===== src/rtl/ws2812_pkg.sv =====
// Shared WS2812 definitions: FSM state type, pixel width and palette for the colour generator.
package ws2812_pkg;

  localparam int unsigned PIX_W = 24;

  typedef enum logic [2:0] {StIdle, StFetch, StHigh, StLow, StLatch} state_e;

  // Colours are {G,R,B}, the order the LEDs expect on the wire.
  localparam logic [PIX_W-1:0] RED    = 24'h00FF00;
  localparam logic [PIX_W-1:0] ORANGE = 24'h80FF00;
  localparam logic [PIX_W-1:0] YELLOW = 24'hFFFF00;
  localparam logic [PIX_W-1:0] GREEN  = 24'hFF0000;
  localparam logic [PIX_W-1:0] BLUE   = 24'h0000FF;
  localparam logic [PIX_W-1:0] PURPLE = 24'h00FFFF;
  localparam logic [PIX_W-1:0] BLANK  = 24'h000000;

  function automatic int unsigned max_of(input int unsigned a, input int unsigned b);
    return (a > b) ? a : b;
  endfunction

endpackage


===== src/rtl/ws2812_pixel_buf.sv =====
// One-entry holding register between the pixel source and the shift register.
module ws2812_pixel_buf
  import ws2812_pkg::*;
(
  input  logic             clk,
  input  logic             reset,
  input  logic             push,
  input  logic [PIX_W-1:0] push_data,
  input  logic             pop,
  output logic             full,
  output logic [PIX_W-1:0] data
);

  // A push in the same cycle as a pop refills the entry, so push wins.
  always_ff @(posedge clk or posedge reset) begin
    if (reset) begin
      full <= 1'b0;
      data <= '0;
    end else if (push) begin
      full <= 1'b1;
      data <= push_data;
    end else if (pop) begin
      full <= 1'b0;
    end
  end

endmodule


===== src/rtl/ws2812_frame_driver.sv =====
// WS2812B frame driver: serialises NUM_PIXELS colours onto dout, then holds the latch gap.
module ws2812_frame_driver
  import ws2812_pkg::*;
#(
  parameter int unsigned NUM_PIXELS = 64,
  parameter int unsigned T0H_CYC    = 16,
  parameter int unsigned T1H_CYC    = 32,
  parameter int unsigned T0L_CYC    = 34,
  parameter int unsigned T1L_CYC    = 18,
  parameter int unsigned RES_CYC    = 2000,
  parameter bit          MSB_FIRST  = 1'b1
) (
  input  logic                                                  clk,
  input  logic                                                  reset,
  input  logic                                                  start,
  input  logic                                                  pix_valid,
  input  logic [PIX_W-1:0]                                      pix_data,
  output logic                                                  pix_ready,
  output logic                                                  dout,
  output logic                                                  busy,
  output logic [((NUM_PIXELS > 1) ? $clog2(NUM_PIXELS) : 1)-1:0] pix_index,
  output logic                                                  frame_done,
  output logic                                                  underrun
);

  localparam int unsigned IdxW = (NUM_PIXELS > 1) ? $clog2(NUM_PIXELS) : 1;
  localparam int unsigned CntW =
      $clog2(max_of(max_of(max_of(T0H_CYC, T1H_CYC), max_of(T0L_CYC, T1L_CYC)), RES_CYC) + 1);

  // Phase counter load values: a phase of N cycles loads N-1 and ends at zero.
  localparam logic [CntW-1:0] HiLd0      = CntW'(T0H_CYC - 1);
  localparam logic [CntW-1:0] HiLd1      = CntW'(T1H_CYC - 1);
  localparam logic [CntW-1:0] LoLd0      = CntW'(T0L_CYC - 1);
  localparam logic [CntW-1:0] LoLd1      = CntW'(T1L_CYC - 1);
  localparam logic [CntW-1:0] LoFetchLd0 = CntW'(T0L_CYC - 2);
  localparam logic [CntW-1:0] LoFetchLd1 = CntW'(T1L_CYC - 2);
  localparam logic [CntW-1:0] ResLd      = CntW'(RES_CYC - 1);

  state_e           state_q;
  logic [CntW-1:0]  cnt_q;
  logic [4:0]       bit_q;
  logic [PIX_W-1:0] shift_q;

  logic             buf_full;
  logic [PIX_W-1:0] buf_data;
  logic             push;
  logic             pop;
  logic [PIX_W-1:0] fetch_word;
  logic [PIX_W-1:0] shift_next;
  logic             cur_bit;
  logic             fetch_bit;
  logic             next_bit;
  logic             last_bit;
  logic             last_pix;

  assign pix_ready  = ~buf_full & (state_q != StLatch) & ~reset;
  assign push       = pix_valid & pix_ready;
  assign pop        = (state_q == StFetch);
  assign busy       = (state_q != StIdle);

  // An empty buffer at fetch time sends a black pixel rather than stalling the frame.
  assign fetch_word = buf_full ? buf_data : '0;
  assign shift_next = MSB_FIRST ? {shift_q[PIX_W-2:0], 1'b0} : {1'b0, shift_q[PIX_W-1:1]};
  assign cur_bit    = MSB_FIRST ? shift_q[PIX_W-1] : shift_q[0];
  assign fetch_bit  = MSB_FIRST ? fetch_word[PIX_W-1] : fetch_word[0];
  assign next_bit   = MSB_FIRST ? shift_next[PIX_W-1] : shift_next[0];
  assign last_bit   = (bit_q == 5'(PIX_W - 1));
  assign last_pix   = (pix_index == IdxW'(NUM_PIXELS - 1));

  ws2812_pixel_buf u_pixel_buf (
    .clk      (clk),
    .reset    (reset),
    .push     (push),
    .push_data(pix_data),
    .pop      (pop),
    .full     (buf_full),
    .data     (buf_data)
  );

  always_ff @(posedge clk or posedge reset) begin
    if (reset) begin
      state_q    <= StIdle;
      cnt_q      <= '0;
      bit_q      <= '0;
      shift_q    <= '0;
      pix_index  <= '0;
      dout       <= 1'b0;
      frame_done <= 1'b0;
      underrun   <= 1'b0;
    end else begin
      frame_done <= 1'b0;
      unique case (state_q)
        StIdle: begin
          if (start) begin
            state_q   <= StFetch;
            underrun  <= 1'b0;
            pix_index <= '0;
          end
        end
        StFetch: begin
          shift_q <= fetch_word;
          bit_q   <= '0;
          if (!buf_full) underrun <= 1'b1;
          cnt_q   <= fetch_bit ? HiLd1 : HiLd0;
          dout    <= 1'b1;
          state_q <= StHigh;
        end
        StHigh: begin
          if (cnt_q == '0) begin
            dout    <= 1'b0;
            state_q <= StLow;
            // The following fetch cycle is part of this bit's low time.
            if (last_bit && !last_pix) cnt_q <= cur_bit ? LoFetchLd1 : LoFetchLd0;
            else                       cnt_q <= cur_bit ? LoLd1 : LoLd0;
          end else begin
            cnt_q <= cnt_q - 1'b1;
          end
        end
        StLow: begin
          if (cnt_q != '0) begin
            cnt_q <= cnt_q - 1'b1;
          end else if (!last_bit) begin
            shift_q <= shift_next;
            bit_q   <= bit_q + 5'd1;
            cnt_q   <= next_bit ? HiLd1 : HiLd0;
            dout    <= 1'b1;
            state_q <= StHigh;
          end else if (!last_pix) begin
            pix_index <= pix_index + IdxW'(1);
            state_q   <= StFetch;
          end else begin
            cnt_q      <= ResLd;
            frame_done <= (RES_CYC == 1);
            state_q    <= StLatch;
          end
        end
        StLatch: begin
          if (cnt_q == '0) begin
            state_q <= StIdle;
          end else begin
            cnt_q <= cnt_q - 1'b1;
            if (cnt_q == CntW'(1)) frame_done <= 1'b1;
          end
        end
        default: state_q <= StIdle;
      endcase
    end
  end

endmodule


===== config.mk =====
export PLATFORM = sky130hd
export DESIGN_NAME = ws2812_frame_driver
export DESIGN_NICKNAME = d
export VERILOG_FILES = /design/src/rtl/ws2812_pkg.sv /design/src/rtl/ws2812_pixel_buf.sv /design/src/rtl/ws2812_frame_driver.sv
export SDC_FILE = /design/constraint.sdc
export NUM_CORES = 1
export LEC_CHECK = 0
export ABC_CLOCK_PERIOD_IN_PS = 5250
export CORE_MARGIN = 4
export CORE_UTILIZATION = 45
export CTS_BUF_LIST = sky130_fd_sc_hd__clkbuf_8
export CTS_CLUSTER_SIZE = 28
export DETAILED_ROUTE_END_ITERATION = 10
export DONT_BUFFER_PORTS = 1
export GPL_TIMING_DRIVEN = 1
export HOLD_SLACK_MARGIN = 0.12
export PLACE_DENSITY = 0.57
export SETUP_SLACK_MARGIN = 0.3
export SLEW_MARGIN = 30
export SYNTH_ARGS = -nofsm -noshare
export SYNTH_HDL_FRONTEND = slang
export SYNTH_SLANG_ARGS = --single-unit

===== constraint.sdc =====
create_clock -name clk -period 5.25 [get_ports clk]
set_clock_uncertainty 0.1 [all_clocks]
set_input_delay 0.2625 -clock clk [delete_from_list [all_inputs] [get_ports clk]]
set_output_delay 0.2625 -clock clk [all_outputs]
set_load 0.01 [all_outputs]

==> Flow_metrics.wiki, run 1 <==
{| class="wikitable"
! Metric !! Value
|-
| Initial antenna violation count || 0
|-
| Post-CTS Setup Bufs || 0
|-
| Total iterations of the first detailed-routing run || 5
|-
| Maximum achievable frequency || 346 MHz
|-
| Slew at the pin with the worst max-slew slack || 910 ps
|-
| Die Footprint || 0.0101 mm^2
|-
| Count of unresolved DRC violations after routing || 0
|-
| Starting utilization of the core area || 46.4%
|-
| Cell area after layout || 0.00437 mm^2
|-
| First-pass GRT wire length || 14400 um
|-
| Post-CTS clock slew at the launch and capture registers of the worst setup and hold paths || 80 ps
|-
| Diodes inserted || 0
|-
| Final number of setup-violating endpoints || 0
|-
| Count of port buffers added during placement || 0
|-
| Share of the clock period used by the worst path after layout || 55.1%
|-
| Setup repair after global routing missed its margin || false
|-
| Endpoint required time on the critical path || 5380 ps
|-
| Cell accounting for the most synthesized area || dfrtp_1
|-
| Fraction of final layout cells sized beyond drive strength 1 || 13.1%
|-
| Sum of net half-perimeters after detailed placement || 5390 um
|-
| Pin count of the biggest net entering global routing || 78
|-
| Crit Path Class || register to register
|-
| Clock tree root driver cell || clkbuf_8
|-
| Accumulated negative setup slack || 0 ps
|-
| H-tree depth || 3
|-
| Number of inserted filler cells in the final layout || 749
|-
| Main area contributors after synthesis || dfrtp_1 (50%), mux2_2 (7.1%), a31oi_1 (5.1%), nand3_1 (4.2%), nand2_1 (4.0%)
|-
| Pleak || 1.83 nW
|-
| Sinks on the clock net || 77
|-
| Hold Crit Class || input port to register
|-
| Sort of element at the end of the critical path || register
|-
| Initial DRC Count || 191
|-
| Number of top-level pins || 39
|-
| Number of buffers inserted for hold repair after clock tree synthesis || 26
|-
| Vertical die dimension || 100 um
|-
| Number of clock buffers inserted by TritonCTS || 9
|-
| Number of gates given a new drive strength after cts || 0
|-
| Max VDD drop || 0.000272 V
|-
| Vias after detailed routing || 3029
|-
| Hold violation total from the final report || 0
|-
| EDFF count, synth || 0
|-
| Final max-slew violation count || 0
|-
| Combined area of all synthesized cells || 0.00383 mm^2
|-
| Cell count after synthesis || 399
|-
| Placed cell count || 483
|-
| Area growth from synthesis to layout || 14.0%
|-
| Time the final worst path needs with I/O delays and setup || 2890 ps
|-
| Maximum buffer depth of the clock tree || 2
|-
| Proportion of synthesized chip area in sequential cells || 50.3%
|-
| Count of state elements after synthesis || 77
|-
| Mapped Nets || 432
|-
| Fraction of registers with async set/reset || 100%
|-
| Post-DR vias/cell || 5.77
|-
| Total Routing Usage GR || 17.9%
|-
| Flip-flop and latch area || 0.00193 mm^2
|-
| TritonCTS clock tree || built
|-
| Area of the multi-input gates || 0.00176 mm^2
|-
| Data arrival at the endpoint of the critical path || 3020 ps
|-
| Final wirelength || 8480 um
|-
| Total power divided by cell area || 484 mW/mm^2
|-
| Type of element launching the critical path || register
|-
| Worst rel slew slack || 38.9%
|-
| Via count of the first global-routing pass || 2957
|-
| Gr ovfl total || 0
|-
| Skew-Pair Late Insertion Delay || 360 ps
|-
| Placed cell area || 0.00392 mm^2
|-
| Max_cap viols || 0
|-
| Layout Nets || 448
|-
| Highest fanout seen on the critical path || 8
|-
| Final cell count without fillers || 525
|-
| Top-area cell type share of the netlist area || 50.3%
|-
| Outcome || completed
|-
| Last weighted congestion value of the routability-driven placer || 0.842
|-
| Horizontal die dimension || 100 um
|-
| Warnings from Yosys || 0
|-
| Routed wirelength normalized by instance count || 16.2 um
|-
| Per-instance average area after synthesis || 9.60 um^2
|-
| Post-synth top flop || dfrtp_1
|-
| Area of the core || 0.00826 mm^2
|-
| Count of antenna-violating nets left after detailed routing || 0
|-
| Std-Cell Rows || 33
|-
| Number of distinct library cell variants in the gate-level netlist after synthesis || 52
|}
## cell families after synthesis
kind of cell               count (synthesis)  share of synthesized area, %
and+or+nand+nor                          157                          19.7
AOI/OAI and AO/OA                         94                          16.1
DFF                                       77                          50.3
buffers and inverters                     37                          3.99
muxes                                     26                          7.58
adders and majority gates                  5                          1.63
xor gates and xnor gates                   3                         0.686
## path summary, 6_finish.rpt
| kind | slack [ps] | start | cells after the start | to |
|---|---|---|---|---|
| setup reg to reg | 2360 | cnt_q[0] | 7 | cnt_q[10] |
| max in group asynchronous | 4100 | reset | 3 | u_pixel_buf.full |
| setup / recovery | 2360 | cnt_q[0] | 7 | cnt_q[10] |
| hold reg to reg | 410 | u_pixel_buf.data[0] | 1 | u_pixel_buf.data[0] |
| hold / removal | 320 | pix_valid | 2 | u_pixel_buf.full |
| min in group asynchronous | 430 | reset | 3 | state_q[0] |
## synthesized netlist by cell type, drive strengths merged, types with 11 or more instances
master,number
clkbuf,13
nor3,16
a31oi,31
inv,13
o21ai,21
nor2,38
nand3,32
buf,11
dfrtp,77
mux2,24
a21oi,15
nand2,41
## metrics by stage
step | hold slack, ps | total power [mW] | setup WS, ps | util (%)
4_1_cts | 317 | 2.13 | 2340 | 52.9
2_1_floorplan | 313 | 1.51 | 2810 | -
3_3_place_gp | 314 | 1.65 | 2130 | 47.0
3_5_place_dp | 287 | 1.67 | 2350 | 47.4
6_report | 320 | 2.11 | 2360 | 52.9
5_1_grt | 389 | 2.29 | 2060 | 52.9
## critical path: stages (launching register included)
cell     delay (ps)
dfrtp_1         420
inv_1           110
ha_1            170
or4b_4          500
nor3_1          720
o21ai_1         360
a41oi_1         290
o21ai_0          90
## layout make-up
class,count,area share (%)
Sequential cell,77,44.1
Multi-Input combinational cell,285,40.3
Timing Repair Buffer,29,7.02
Tap cell,105,3.01
Clock buffer,9,2.84
Clock inverter,7,1.55
Inverter,13,1.12
## sequential cells by signal (all words and copies together), names as in the netlist
name / flops
cnt_q: 11
u_pixel_buf.full: 1
dout: 1
pix_index: 6
frame_done: 1
state_q: 3
u_pixel_buf.data: 24
shift_q: 24
bit_q: 5
underrun: 1
## report_power, final
part | total, mW | leakage, nW | switching [mW] | internal [mW]
clock | 0.434 | 0.0940 | 0.251 | 0.183
sequential | 1.04 | 0.942 | 0.207 | 0.837
combinational | 0.634 | 0.794 | 0.343 | 0.291
## placed cells by master (no fill, tap or decap), drive strengths merged, types with 5 or more instances in the layout
cell type    instances
ha                   5
a31oi               31
nor2                38
clkbuf               9
inv                 17
or3                  5
nand2               41
o21ai               21
o31ai                6
a21oi               15
nor3                16
dlygate4sd3         26
mux2                24
dfrtp               77
nand3               32
## metal layers
| layer | vias up | track usage, % | part of all wire, % |
|---|---|---|---|
| li1 | 1481 | - | - |
| met1 | 1477 | 24.4 | 47 |
| met2 | 64 | 28.4 | 48 |
| met3 | 7 | 4.38 | 4.6 |
| met4 | 0 | 5.39 | 0.92 |
| met5 | - | 0 | 0 |
Note: power is estimated with default switching activity, not from simulation.
==> inputs of run 2 (changes only) <==
--- a/config.mk
+++ b/config.mk
@@ -5,7 +5,7 @@
 export SDC_FILE = /design/constraint.sdc
 export NUM_CORES = 1
 export LEC_CHECK = 0
-export ABC_CLOCK_PERIOD_IN_PS = 5250
+export ABC_CLOCK_PERIOD_IN_PS = 3000
 export CORE_MARGIN = 4
 export CORE_UTILIZATION = 45
 export CTS_BUF_LIST = sky130_fd_sc_hd__clkbuf_8
==> constraint.sdc (replaced) <==
create_clock -name clk -period 3 [get_ports clk]
set_clock_uncertainty 0.1 [all_clocks]
set_input_delay 0.15 -clock clk [delete_from_list [all_inputs] [get_ports clk]]
set_output_delay 0.15 -clock clk [all_outputs]
set_load 0.01 [all_outputs]
==> run 2 against run 1 <==
Largest power group unchanged. Critical path type unchanged. Clock power rose by 58%. Critical endpoint is now shift_q[3]. Worst hold slack got worse by 93 ps. Worst setup slack worse by 1900 ps. Register-to-register slack lost 1900 ps. Critical path depth increased by 1. Via count up 3.3%. Clock-buffer cell count unchanged. Die area did not move. Total power is 74% higher. Largest cell class unchanged.
==> Flow_metrics.wiki, run 2 (synthesis gave the netlist of run 1 again) <==
{| class="wikitable"
! Metric !! Value
|-
| Max_cap viols || 0
|-
| Leading cell type in the layout, fill and taps excluded || dfrtp_1
|-
| Final max-slew violation count || 0
|-
| Type of element launching the critical path || register
|-
| Starting utilization of the core area || 46.4%
|-
| Layout Utilization || 54.7%
|-
| Post-CTS Setup Bufs || 0
|-
| Hold Crit Class || input port to register
|-
| Number of clock buffers inserted by TritonCTS || 9
|-
| Slew at the pin with the worst max-slew slack || 803 ps
|-
| Fraction of final layout cells sized beyond drive strength 1 || 16.0%
|-
| Clock tree root driver cell || clkbuf_8
|-
| Sum of net half-perimeters after detailed placement || 5700 um
|-
| Count of unresolved DRC violations after routing || 0
|-
| Vias after detailed routing || 3128
|-
| Worst rel slew slack || 46.4%
|-
| Initial antenna violation count || 0
|-
| Flip-flop and latch area || 0.00193 mm^2
|-
| Final wirelength || 8860 um
|-
| Gr ovfl total || 0
|-
| Pin count of the biggest net entering global routing || 48
|-
| Post-DR vias/cell || 5.77
|-
| Accumulated negative setup slack || 0 ps
|-
| Endpoint required time on the critical path || 3170 ps
|-
| Power share of the clock group || 18.7%
|-
| Number of inserted filler cells in the final layout || 752
|-
| Total iterations of the first detailed-routing run || 4
|-
| Horizontal die dimension || 100 um
|-
| Cell-by-cell trace of the critical path || inv_1 > ha_1 > or4b_4 > or4_4 > a21oi_4 > clkbuf_16 > nor2_1 > a31oi_1
|-
| Area growth from synthesis to layout || 18.0%
|-
| Regs by FF count || shift_q x24, u_pixel_buf.data x24, cnt_q x11
|-
| Max VDD drop || 0.000339 V
|-
| Total power divided by cell area || 811 mW/mm^2
|-
| Setup repair after global routing missed its margin || false
|-
| Delay of the slowest critical-path stage || 500 ps
|-
| Diodes inserted || 0
|-
| Internal || 2.30 mW
|-
| Count of antenna-violating nets left after detailed routing || 0
|-
| Die Footprint || 0.0101 mm^2
|-
| TritonCTS clock tree || built
|-
| Share of total power in combinational logic || 33.0%
|-
| First-pass GRT wire length || 14700 um
|-
| Final number of setup-violating endpoints || 0
|-
| Share of the clock period used by the worst path after layout || 86.2%
|-
| Sort of element at the end of the critical path || register
|-
| H-tree depth || 3
|-
| Pleak || 1.92 nW
|-
| Most frequent cells in the layout || dfrtp_1 (77), nand2_1 (41), nor2_1 (38)
|-
| Switch share || 37.2%
|-
| Hold violation total from the final report || 0
|-
| Vertical die dimension || 100 um
|-
| Layout Nets || 466
|-
| Routed wirelength normalized by instance count || 16.3 um
|-
| Initial DRC Count || 148
|-
| Maximum buffer depth of the clock tree || 2
|-
| Sinks on the clock net || 77
|-
| Area of the core || 0.00826 mm^2
|-
| Area of the multi-input gates || 0.00176 mm^2
|-
| CP max stage cell || or4b_4
|-
| Highest fanout seen on the critical path || 12
|-
| Time the final worst path needs with I/O delays and setup || 2590 ps
|-
| Maximum achievable frequency || 387 MHz
|-
| Count of port buffers added during placement || 0
|-
| Std-Cell Rows || 33
|-
| Skew-Pair Late Insertion Delay || 350 ps
|-
| Via count of the first global-routing pass || 2916
|-
| Post-CTS clock slew at the launch and capture registers of the worst setup and hold paths || 80 ps
|-
| Psw || 1.36 mW
|-
| Sequential share of power || 48.3%
|-
| Data arrival at the endpoint of the critical path || 2760 ps
|-
| Last weighted congestion value of the routability-driven placer || 0.871
|-
| Crit Path Class || register to register
|-
| Number of top-level pins || 39
|-
| Total Routing Usage GR || 18.2%
|-
| Outcome || completed
|}
run 2: cell count changes in the layout (fill, tap and decap cells not counted), sizes merged:
cell         delta
dlygate4sd3     +1
inv             -3
buf            +14
clkinv          +1
clkinvlp        +1
clkbuf          +3
run 2: area by class of cell:
type                            count  share of cell area, %
Sequential cell                    77                   42.6
Multi-Input combinational cell    285                   39.0
Timing Repair Buffer               47                   10.7
Tap cell                          105                   2.91
Clock buffer                        9                   2.74
Inverter                           13                   1.08
Clock inverter                      6                  0.858
run 2: layer usage:
layer  routed length, um  global-route usage (%)  vias to the layer above
met5                   0                       0                        -
met4                 122                    6.11                        0
met3                 279                    3.82                        8
met2                4230                    29.0                       51
met1                4230                    24.8                     1547
li1                    -                       -                     1522
run 2: final timing paths:
path | from | end | slack (ps) | depth (start not counted)
worst max register to register | cnt_q[1] | shift_q[3] | 410 | 8
worst min register to register | u_pixel_buf.data[2] | u_pixel_buf.data[2] | 410 | 1
min in group asynchronous | reset | cnt_q[3] | 320 | 2
worst min-delay path | reset | u_pixel_buf.data[15] | 230 | 4
max in group asynchronous | reset | shift_q[1] | 1750 | 3
worst max-delay path | cnt_q[1] | shift_q[3] | 410 | 8
run 2: repair_timing:
| item | CTS | global route |
|---|---|---|
| endpoints found under the hold margin | 64 | 0 |
| pin swaps | 0 | 2 |
| cloned | 0 | 3 |
| resized for setup | 1 | 1 |
| hold buffers | 27 | 0 |
| setup endpoints to repair | 4 | 9 |
run 2: through the flow:
stage	worst slack (ps)	power, mW	hold slack, ps	std cells	cell area (um^2)
floorplan	561	2.65	201	399	3830
global placement	343	2.92	135	497	4010
detailed placement	268	2.96	140	497	4010
CTS	404	3.69	220	539	4440
global route	324	3.99	246	542	4520
finish	413	3.66	227	542	4520
run 2: worst max-delay path, delay by kind of cell, from the launching register on:
| family | cells | cell delay (ps) |
|---|---|---|
| buf+inv | 2 | 360 |
| fa+ha+maj | 1 | 180 |
| simple gates | 3 | 1030 |
| compound gates | 2 | 440 |
| flops | 1 | 380 |
run 2: power groups by stage:
stage | sequential [mW] | combinational, mW | clock [mW]
2_1_floorplan | 1.69 | 0.957 | 0
3_3_place_gp | 1.77 | 1.15 | 0
3_5_place_dp | 1.79 | 1.18 | 0
4_1_cts | 1.77 | 1.21 | 0.711
5_1_grt | 1.83 | 1.40 | 0.762
6_report | 1.77 | 1.21 | 0.686
==> inputs of run 3 (changes only) <==
--- a/config.mk
+++ b/config.mk
@@ -7,14 +7,14 @@
 export LEC_CHECK = 0
 export ABC_CLOCK_PERIOD_IN_PS = 3000
 export CORE_MARGIN = 4
-export CORE_UTILIZATION = 45
+export CORE_UTILIZATION = 25
 export CTS_BUF_LIST = sky130_fd_sc_hd__clkbuf_8
 export CTS_CLUSTER_SIZE = 28
 export DETAILED_ROUTE_END_ITERATION = 10
 export DONT_BUFFER_PORTS = 1
 export GPL_TIMING_DRIVEN = 1
 export HOLD_SLACK_MARGIN = 0.12
-export PLACE_DENSITY = 0.57
+export PLACE_DENSITY = 0.35
 export SETUP_SLACK_MARGIN = 0.3
 export SLEW_MARGIN = 30
 export SYNTH_ARGS = -nofsm -noshare
==> run 3 against run 2 <==
Cell area up 3.3%. Worst hold slack worse by 12 ps. Routed wire length up 14%. Largest power group unchanged. Register-to-register slack about the same. Clock power up 43%. Sequential power about the same. Core utilization down 23 points. Final cell count up 15%. Critical path type unchanged. Via count up 0.19%. Critical path depth down 2.
==> Flow_metrics.wiki, run 3 (synthesis gave the netlist of run 1 again) <==
{| class="wikitable"
! Metric !! Value
|-
| Outcome || completed
|-
| Sum of net half-perimeters after detailed placement || 6800 um
|-
| Vertical die dimension || 132 um
|-
| Hold Crit Class || input port to asynchronous set/reset pin
|-
| Vias after detailed routing || 3134
|-
| Pin count of the biggest net entering global routing || 38
|-
| Hold violation total from the final report || 0
|-
| Highest fanout seen on the critical path || 7
|-
| Max VDD drop || 0.000322 V
|-
| Internal || 2.57 mW
|-
| Leading cell type in the layout, fill and taps excluded || dfrtp_1
|-
| Count of antenna-violating nets left after detailed routing || 0
|-
| Initial DRC Count || 111
|-
| Sequential share of power || 45.2%
|-
| Power share of the clock group || 24.7%
|-
| Maximum achievable frequency || 388 MHz
|-
| Routed length on met1 || 4700 um
|-
| Area growth from synthesis to layout || 21.8%
|-
| Share of the clock period used by the worst path after layout || 85.8%
|-
| Last weighted congestion value of the routability-driven placer || 0.783
|-
| TritonCTS clock tree || built
|-
| Wire length on met2 || 4720 um
|-
| Layout Nets || 466
|-
| Initial antenna violation count || 0
|-
| Area of the core || 0.0148 mm^2
|-
| Placed cell area || 0.00408 mm^2
|-
| Data arrival at the endpoint of the critical path || 2750 ps
|-
| Count of unresolved DRC violations after routing || 0
|-
| Cell area after layout || 0.00467 mm^2
|-
| Total iterations of the first detailed-routing run || 6
|-
| Final wirelength || 10100 um
|-
| Skew-Pair Late Insertion Delay || 370 ps
|-
| Std-Cell Rows || 44
|-
| Slew at the pin with the worst max-slew slack || 662 ps
|-
| H-tree depth || 3
|-
| Sinks on the clock net || 77
|-
| Psw || 1.41 mW
|-
| Post-DR vias/cell || 5.04
|-
| Diodes inserted || 0
|-
| Worst rel slew slack || 55.8%
|-
| Time the final worst path needs with I/O delays and setup || 2580 ps
|-
| Number of clock buffers inserted by TritonCTS || 9
|-
| Amount of wire on met3 after detailed routing || 394 um
|-
| Gr ovfl total || 0
|-
| Final number of setup-violating endpoints || 0
|-
| Starting utilization of the core area || 26.0%
|-
| Setup repair after global routing missed its margin || false
|-
| Type of element launching the critical path || register
|-
| Regs by FF count || shift_q x24, u_pixel_buf.data x24, cnt_q x11
|-
| Number of top-level pins || 39
|-
| Pleak || 1.94 nW
|-
| Crit Path Class || register to register
|-
| Count of port buffers added during placement || 0
|-
| First-pass GRT wire length || 16800 um
|-
| Top Metal Used || met4
|-
| Accumulated negative setup slack || 0 ps
|-
| Clock tree root driver cell || clkbuf_8
|-
| Post-CTS clock slew at the launch and capture registers of the worst setup and hold paths || 90 ps
|-
| Max_cap viols || 0
|-
| Sort of element at the end of the critical path || register
|-
| Maximum buffer depth of the clock tree || 2
|-
| Fraction of final layout cells sized beyond drive strength 1 || 16.0%
|-
| Total Routing Usage GR || 12.0%
|-
| Switch share || 35.5%
|-
| Horizontal die dimension || 132 um
|-
| Final max-slew violation count || 0
|-
| Overall power after layout || 3.98 mW
|-
| Via count of the first global-routing pass || 3191
|-
| Most frequent cells in the layout || dfrtp_1 (77), nand2_1 (41), nor2_1 (38)
|-
| Total power divided by cell area || 853 mW/mm^2
|-
| Share of total power in combinational logic || 30.1%
|-
| Endpoint required time on the critical path || 3180 ps
|-
| Die Footprint || 0.0174 mm^2
|-
| Routed wirelength normalized by instance count || 16.2 um
|}
run 3: cell types whose count changed in the layout (fill, tap and decap cells not counted):
cell | previous run | this run
buf_12 | 1 | 2
buf_4 | 16 | 17
bufinv_16 | 0 | 3
clkbuf_16 | 3 | 0
clkbuf_8 | 9 | 10
clkinv_2 | 3 | 2
inv_1 | 11 | 12
inv_2 | 2 | 0
inv_6 | 1 | 0
or2_2 | 2 | 1
or2_4 | 0 | 1
or3_2 | 0 | 1
run 3: critical path, stage by stage (launching register included):
cell,delay [ps]
dfrtp_1,410
inv_1,110
ha_1,170
or4b_4,500
or3_2,530
or4_1,550
o21ai_0,100
run 3: final timing paths:
check,start,to,slack [ps],cells after the start
hold / removal,reset,dout,220,2
hold reg to reg,u_pixel_buf.data[0],shift_q[0],410,2
setup reg to reg,cnt_q[0],state_q[2],420,6
min in group clk,reset,pix_ready,280,1
setup / recovery,cnt_q[0],state_q[2],420,6
max in group asynchronous,reset,u_pixel_buf.data[5],1820,3
run 3: cell type report:
type / instances / area (um^2)
fillers: 1585 / 10100
flip-flops and latches: 77 / 1930
multi-input cells: 286 / 1770
repair buffers: 46 / 438
well taps: 184 / 230
clock buffers: 10 / 138
clock inverters: 6 / 110
inverters: 13 / 50.0
run 3: timing repair:
action,in CTS,in global routing
resized for setup,2,6
pin swaps,0,3
setup buffers,0,4
gates cloned,0,1
hold buffers,27,0
endpoints found under the hold margin,64,0
setup endpoints to repair,14,27
run 3: metal layers:
metal	vias to the layer above	GRT usage, %
li1	1517	-
met1	1529	15.6
met2	69	19.1
met3	19	2.52
met4	0	5.89
met5	-	0
run 3: per-stage QoR:
| stage | worst slack [ps] | instances | utilization, % | hold slack, ps |
|---|---|---|---|---|
| after global routing | 315 | 622 | 31.6 | 274 |
| after detailed placement | 204 | 574 | 27.6 | 54.3 |
| after CTS | 348 | 617 | 31.2 | 243 |
| after floorplan | 561 | 399 | - | 201 |
| final | 425 | 622 | 31.6 | 216 |
| after global placement | 250 | 574 | 27.6 | 49.4 |
run 3: power by group through the flow:
stage          Combinational, mW  Sequential [mW]  Clock, mW
6_report                    1.20             1.80      0.983
5_1_grt                     1.38             1.86       1.07
4_1_cts                     1.21             1.80       1.03
3_5_place_dp                1.18             1.82          0
3_3_place_gp                1.17             1.82          0
2_1_floorplan              0.957             1.69          0
